### src/rtl/truth_table_seq.sv
// Clocked sweep harness: drives every input vector to a gate function and packs the sampled
// outputs into per-output truth tables. Define TT_CHECK_EN to add the expected-table comparison.
module truth_table_seq #(
  parameter int N_IN   = 3,
  parameter int N_OUT  = 2,
  parameter int SETTLE = 1
) (
  input  logic                         clk,
  input  logic                         rst,
  input  logic                         start,
  output logic [N_IN-1:0]              vec_out,
  input  logic [N_OUT-1:0]             dut_out,
  output logic [N_OUT*(2**N_IN)-1:0]   result,
  output logic                         busy,
  output logic                         done
`ifdef TT_CHECK_EN
  ,
  input  logic [N_OUT*(2**N_IN)-1:0]   expected,
  output logic                         mismatch,
  output logic [N_IN:0]                err_cnt
`endif
);

  localparam int VECS = 2 ** N_IN;
  localparam int RW   = N_OUT * VECS;
  localparam int CW   = (SETTLE > 1) ? $clog2(SETTLE) : 1;

  localparam logic [N_IN:0] LAST_VEC    = (N_IN + 1)'(VECS - 1);
  localparam logic [CW-1:0] SETTLE_LAST = CW'(SETTLE - 1);

  typedef enum logic [1:0] {
    IDLE,
    WAIT,
    SAMPLE,
    DONE
  } state_e;

  state_e          state_q, state_d;
  logic [N_IN:0]   vec_q, vec_d;
  logic [CW-1:0]   cnt_q, cnt_d;
  logic [RW-1:0]   result_q, result_d;

  logic [N_IN-1:0] vecLo;
  logic [VECS-1:0] vecSel;
  logic [RW-1:0]   captured;

  assign vecLo  = vec_q[N_IN-1:0];
  assign vecSel = {{(VECS - 1){1'b0}}, 1'b1} << vecLo;

`ifdef TT_CHECK_EN
  logic [RW-1:0]    exp_q, exp_d;
  logic             mismatch_q, mismatch_d;
  logic [N_IN:0]    err_q, err_d;
  logic [N_OUT-1:0] diffBits;
`endif

  // Each output owns a VECS-wide lane; the current vector's bit is overwritten with dut_out[k].
  for (genvar k = 0; k < N_OUT; k++) begin : g_lane
    logic [VECS-1:0] lane;
    assign lane = result_q[k*VECS +: VECS];
    assign captured[k*VECS +: VECS] = dut_out[k] ? (lane | vecSel) : (lane & ~vecSel);
`ifdef TT_CHECK_EN
    logic [VECS-1:0] expLane;
    assign expLane     = exp_q[k*VECS +: VECS];
    assign diffBits[k] = dut_out[k] ^ expLane[vecLo];
`endif
  end

  always_comb begin
    state_d  = state_q;
    vec_d    = vec_q;
    cnt_d    = cnt_q;
    result_d = result_q;
`ifdef TT_CHECK_EN
    exp_d      = exp_q;
    mismatch_d = mismatch_q;
    err_d      = err_q;
`endif
    unique case (state_q)
      IDLE: begin
        if (start) begin
          state_d  = WAIT;
          vec_d    = '0;
          cnt_d    = '0;
          result_d = '0;
`ifdef TT_CHECK_EN
          exp_d      = expected;
          mismatch_d = 1'b0;
          err_d      = '0;
`endif
        end
      end
      WAIT: begin
        if (cnt_q == SETTLE_LAST) begin
          state_d = SAMPLE;
          cnt_d   = '0;
        end else begin
          cnt_d = cnt_q + 1'b1;
        end
      end
      SAMPLE: begin
        result_d = captured;
`ifdef TT_CHECK_EN
        if (|diffBits) begin
          mismatch_d = 1'b1;
          err_d      = err_q + 1'b1;
        end
`endif
        if (vec_q == LAST_VEC) begin
          state_d = DONE;
        end else begin
          state_d = WAIT;
          vec_d   = vec_q + 1'b1;
        end
      end
      DONE: begin
        state_d = IDLE;
        vec_d   = '0;
      end
      default: state_d = IDLE;
    endcase
  end

  always_ff @(posedge clk or posedge rst) begin
    if (rst) begin
      state_q  <= IDLE;
      vec_q    <= '0;
      cnt_q    <= '0;
      result_q <= '0;
`ifdef TT_CHECK_EN
      exp_q      <= '0;
      mismatch_q <= 1'b0;
      err_q      <= '0;
`endif
    end else begin
      state_q  <= state_d;
      vec_q    <= vec_d;
      cnt_q    <= cnt_d;
      result_q <= result_d;
`ifdef TT_CHECK_EN
      exp_q      <= exp_d;
      mismatch_q <= mismatch_d;
      err_q      <= err_d;
`endif
    end
  end

  assign vec_out = vecLo;
  assign result  = result_q;
  assign busy    = (state_q == WAIT) || (state_q == SAMPLE);
  assign done    = (state_q == DONE);

`ifdef TT_CHECK_EN
  assign mismatch = mismatch_q;
  assign err_cnt  = err_q;
`endif

endmodule

### config.mk
export PLATFORM = sky130hd
export DESIGN_NAME = truth_table_seq
export DESIGN_NICKNAME = d
export VERILOG_FILES = /design/src/rtl/truth_table_seq.sv
export SDC_FILE = /design/constraint.sdc
export NUM_CORES = 1
export LEC_CHECK = 0
export CORE_MARGIN = 2
export CORE_UTILIZATION = 49
export DETAILED_ROUTE_END_ITERATION = 16
export PLACE_DENSITY = 0.78
export RECOVER_POWER = 100
export SLEW_MARGIN = 25
export SYNTH_ARGS = -nofsm -noshare
export SYNTH_HDL_FRONTEND = slang
export SYNTH_SLANG_ARGS = --single-unit
### constraint.sdc
create_clock -name clk -period 1.65 [get_ports clk]
set_input_delay 0.165 -clock clk [delete_from_list [all_inputs] [get_ports clk]]
set_output_delay 0.165 -clock clk [all_outputs]
set_load 0.02 [all_outputs]
======== Yosys cells after proc, flatten, opt, wreduce, memory -nomap -nowiden ========
Cells that the tools add are included.
word-level totals
  bits in registers ....................... 23
  output and inout bits ................... 21
cells by class
  reductions and logical operators ........ 9
  add/sub/neg operators ................... 2
  muxes and demuxes ....................... 14
  equal/unequal tests ..................... 7
  shift-type cells ........................ 1
  bitwise gates (word level) .............. 5
operators with widths
  operator             number
  $pmux 16 s2          1
  $and 8x8->8          2
  $mux 16              1
  $mux 8               2
  $or 8x8->8           2
  $pmux 4 s3           1
  $mux 4               2
  $not 8->8            1
  $pmux 2 s4           1
  $shl 1x3->8 const A  1
  $mux 2               3
  $ne 2x2->1 const B   3
  $reduce_and 2->1     3
  $add 4x1->4 const B  1
  $eq 2x2->1 const B   2
  $eq 4x3->1 const B   1
  $reduce_bool 2->1    2
  $reduce_and 3->1     1
  $reduce_bool 3->1    1
  $eq 2x1->1 const B   1
  $logic_not 2->1      1
  $mux 1               2
  $pmux 1 s2           1
  $add 1x1->1 const B  1
  $logic_or 1x1->1     1

======== Longest topological paths before layout ========
  depth after elaboration ................. 5
  gate-level depth with buffers ........... 7
  gate-level depth less buffers ........... 5

======== Least setup slack after synthesis ========
No wires, ideal clock.
  kind .................................... reg2reg
  from .................................... reg state_q[0]
  to ...................................... reg result_q[10], in the netlist result[10]
  setup slack ............................. 0.184 ns
  arrival ................................. 1.336 ns
  clock period less this slack ............ 1.466 ns
  cell stages (with the launch flop) ...... 8
  buffers on the path ..................... 2
  setup time .............................. 0.131 ns
  path through ............................ dfrtp_1 -> inv_1 -> ha_1 -> buf_6 -> nand3b_1 -> buf_4 -> nand2_1 -> mux2i_1
between the ends
  cells in the longest elaborated chain, start to end .. 3
  elaborated cells on any way between the ends .. 6
RTL lines
  what                                                              line  RTL
  from (decl)                                                       38    state_e state_q, state_d;
  from (signal assigned)                                            136   state_q <= state_d;
  $eq 2x2->1 or $logic_not 2->1 (tied branches)                     79    unique case (state_q)
  $reduce_bool 2->1 (no source line) or $ne 2x2->1 (tied branches)  -
  $reduce_and 2->1 (no source line)                                 -
  to (signal assigned)                                              139   result_q <= result_d;
  to (decl)                                                         41    logic [RW-1:0] result_q, result_d;
Several ways; a longest one is shown, not always the timed one.
A chain may end at the register's enable or synchronous reset.

======== Worst setup path in the final report ========
  from .................................... reg state_q[0]
  to ...................................... out busy
between the ends
  cells in the longest elaborated chain, start to end .. 2
  elaborated cells on any way between the ends .. 3
RTL lines
  what                                      line  RTL
  $eq 2x1->1 or $eq 2x2->1 (tied branches)  150   assign busy = (state_q == WAIT) || (state_q == SAMPLE);
  $logic_or 1x1->1 *                        150
  to (decl)                                 14    output logic busy,
Mark *: on every way between the ends. The rest lies on a longest branch, timed or not.

==> impl_table.tex <==
\begin{tabular}{lr}
\hline
Metric & Value \\
\hline
\multicolumn{2}{l}{\textbf{Global route}} \\
Via count of the first global-routing pass & 845 \\
Antenna violations before repair & 0 \\
Grt ovf & 0 \\
Largest net degree at the start of global routing & 23 \\
Global-route wire length before repair & roughly 4100 µm \\
Global router's overall resource usage & about 20\% \\
\multicolumn{2}{l}{\textbf{Clock tree}} \\
Max clock buf depth & 2 \\
CTS Sinks & 22 \\
Clock buffers created by TritonCTS & 3 \\
TritonCTS clock tree & yes \\
H-Tree Depth & 1 \\
Clock Latency Late Sink & about 0.30 ns \\
Clock Tree Root & clkbuf\_4 \\
Reg clk slew, reported paths & approximately 0.12 ns \\
\multicolumn{2}{l}{\textbf{Yosys}} \\
Avg Inst Size Synth & 10.65 µm² \\
Number of flip-flops and latches in the synthesized netlist & 22 \\
Cell count after synthesis & 111 \\
Number of nets produced by synthesis & $\sim$120 \\
Number of warnings issued by yosys & 0 \\
Share of the yosys chip area belonging to registers & 46.56\% \\
Yosys cell types & 27 \\
Post-Syn Area & around 1200 µm² \\
\multicolumn{2}{l}{\textbf{Timing}} \\
Total negative slack & 0 ns \\
Clock tree skew after final layout & around 0.0039 ns \\
Share of the cycle needed by the critical path after routing & 95.27\% \\
Relative slew slack & about 78\% \\
Setup-failing EPs final & 0 \\
Final hold violations & 0 \\
Final number of max-transition violations & 0 \\
Final setup slack of the worst path & slightly below 0.08 ns \\
Highest achievable clock rate & approximately 0.64 GHz \\
Hold Worst Slack & around 0.32 ns \\
Worst-Margin Slew & 0.3332 ns \\
Minimum period implied by the final worst setup slack & around 1.6 ns \\
RSZ-0062 raised after global routing & no \\
\multicolumn{2}{l}{\textbf{Power}} \\
Worst vdd rail ir drop & 1.111 mV \\
Areal power density over the cells & between 1000 and 1500 nW/µm² \\
Leakage & approximately 0.00081 µW \\
\multicolumn{2}{l}{\textbf{Worst setup path}} \\
Worst Path Class, Setup & reg -> out \\
Worst reg2reg path startpoint & state\_q[0] \\
Required time at the worst-slack endpoint & around 1.5 ns \\
R2R Path End & result[14] \\
CP Capture Type & output pin \\
Data arrival time of the critical path & $\sim$1.4 ns \\
Worst setup path end & busy \\
Worst reg2reg setup slack & around 0.090 ns \\
Length in cells of the worst reg-to-reg path & 5 \\
Largest fanout on the critical path & 3 \\
Launch point of the critical path & state\_q[0] \\
CP startpoint kind & flip-flop \\
\multicolumn{2}{l}{\textbf{Floorplan}} \\
Chip height & 53.12 µm \\
Count of standard-cell rows & 17 \\
IO Count & 26 \\
Total die area & 2822 µm² \\
Standard cell core area & around 2300 µm² \\
Chip width & 53.12 µm \\
Starting utilization of the core area & a little over half \\
\multicolumn{2}{l}{\textbf{Job}} \\
Max cap viols & 0 \\
\multicolumn{2}{l}{\textbf{Routing}} \\
Routed vias & about 900 \\
Pre-Repair DR Iteration Count & 4 \\
Vias/cell & approximately 5.3 \\
Count of nets left with antenna violations after detail routing & 0 \\
Average detailed-routed wire length per instance & 14.70 µm \\
Final Routed Wirelength & about 2500 µm \\
1st-iter DRT viols & 12 \\
DRC viols & 0 \\
\multicolumn{2}{l}{\textbf{Layout}} \\
Area grow syn2layout & 28.04\% \\
\# fillers & $\sim$200 \\
Fraction of layout cells with a size suffix above 1 & between 10\% and 20\% \\
Number of inserted diodes & 0 \\
Fin nets & between 150 and 200 \\
\multicolumn{2}{l}{\textbf{Placed design}} \\
Post-DP HPWL & 1871 µm \\
Count of input and output buffers & 25 \\
Final weighted congestion in routability-driven placement & 0.7822 \\
Worst slack after detailed placement & between 0.05 and 0.06 ns \\
\multicolumn{2}{l}{\textbf{Status}} \\
Outcome & completed \\
\multicolumn{2}{l}{\textbf{Min path}} \\
Class of the worst hold path & in -> async \\
\hline
\end{tabular}
-- where the power goes --
group          switching [µW]  total, µW  internal [µW]  leakage [µW]
clock                     161        295            135     0.0000210
sequential               88.7        736            647      0.000299
combinational             570        991            422      0.000487
total                     819       2020           1200      0.000807
-- placed cells by master (no fill, tap or decap), drive strengths merged --
cell and n:
nand4 2, and4b 1, dlygate4sd3 18, mux2i 16
o311ai 2, o221ai 1, dfrtp 22, and3 1
a211oi 1, dlygate4sd2 2, nor2b 1, nand2b 1
nand4b 1, inv 6, nor3 1, and2b 1
nand3 4, o21ai 7, nand2 20, mux2 1
clkdlybuf4s50 4, buf 5, and3b 1, o31ai 1
ha 8, nand3b 5, a21oi 1, clkbuf 6
-- cell families after synthesis --
logic type	count (synthesis)	share of synthesized area, %
AND/OR/NAND/NOR	39	17.57
AO/OA/AOI/OAI	13	6.878
buffers and inverters	12	5.714
adder cells (fa/ha/maj)	8	8.466
multiplexers	17	14.81
flip-flops	22	46.56
-- cells in the mapped netlist --
library cell  count  area [µm²]
and4b_1           1       10.01
nor3_1            1       5.000
buf_4             4       30.03
a211oi_1          1       7.510
nand3b_1          5       37.54
clkbuf_1          1       3.750
o21ai_0           6       30.03
ha_1              8       100.1
o31ai_1           1       7.510
and2b_1           1       7.510
buf_6             1       11.26
o311ai_0          2       17.52
and3b_4           1       12.51
mux2_4            1       15.01
nor2b_1           1       6.260
inv_1             6       22.52
o221ai_1          1       8.760
dfrtp_1          22       550.5
and3_1            1       6.260
nand2b_1          1       6.260
a21oi_1           1       5.000
nand4_1           2       12.51
nand3_1           4       20.02
nand2_1          20       75.07
o21ai_1           1       5.000
nand4b_1          1       8.760
mux2i_1          16       160.2
-- flip-flops by register name (all words and copies together) (netlist names) --
register,cells
vec_q,4
result,16
state_q,2
-- what timing repair did --
action	4_1_cts	5_1_grt
hold buffers	0	0
gates resized for setup	2	6
endpoints found under the hold margin	0	0
endpoints found under the setup margin	2	15
setup buffers	0	1
pin swaps	0	1
-- how the worst min path moves through the flow --
stage,slack (ns),cells after the start,to
after floorplan,0.15,1,result[0]
after global placement,0.51,2,result[11]
after detailed placement,0.52,3,result[11]
after CTS,0.19,3,result[11]
after global routing,0.34,3,result[11]
final,0.32,3,result[11]
-- per-stage QoR --
| stage | util, % | std cells | power (µW) | instance area [µm²] |
|---|---|---|---|---|
| 4_1_cts | 66.26 | 167 | 2017 | 1494 |
| 2_1_floorplan | - | 111 | 1393 | 1182 |
| 6_report | 67.15 | 168 | 2022 | 1514 |
| 5_1_grt | 67.15 | 168 | 2171 | 1514 |
| 3_5_place_dp | 64.76 | 163 | 1748 | 1460 |
| 3_3_place_gp | 64.76 | 163 | 1710 | 1460 |
-- final cells by class --
| cell class | count | area [µm²] | share of cell area [%] |
|---|---|---|---|
| Multi-Input combinational cell | 77 | 581.8 | 38.43 |
| Timing Repair Buffer | 31 | 286.5 | 18.93 |
| Clock buffer | 4 | 36.28 | 2.397 |
| Inverter | 6 | 22.52 | 1.488 |
| Tap cell | 28 | 35.03 | 2.314 |
| Sequential cell | 22 | 551.8 | 36.45 |
-- critical path, stage by stage (launching register included) --
cell and delay (ns):
dfrtp_1 0.42, inv_1 0.14, ha_4 0.23, dlygate4sd2_1 0.31
-- routing by layer --
metal | GRT usage, % | wire (µm) | up-vias
li1 | - | - | 443
met1 | 28.49 | 1164 | 417
met2 | 33.33 | 1205 | 19
met3 | 2.542 | 76 | 4
met4 | 5.128 | 23 | 0
met5 | 0 | 0 | -
Power figures use the tool's default switching activity.
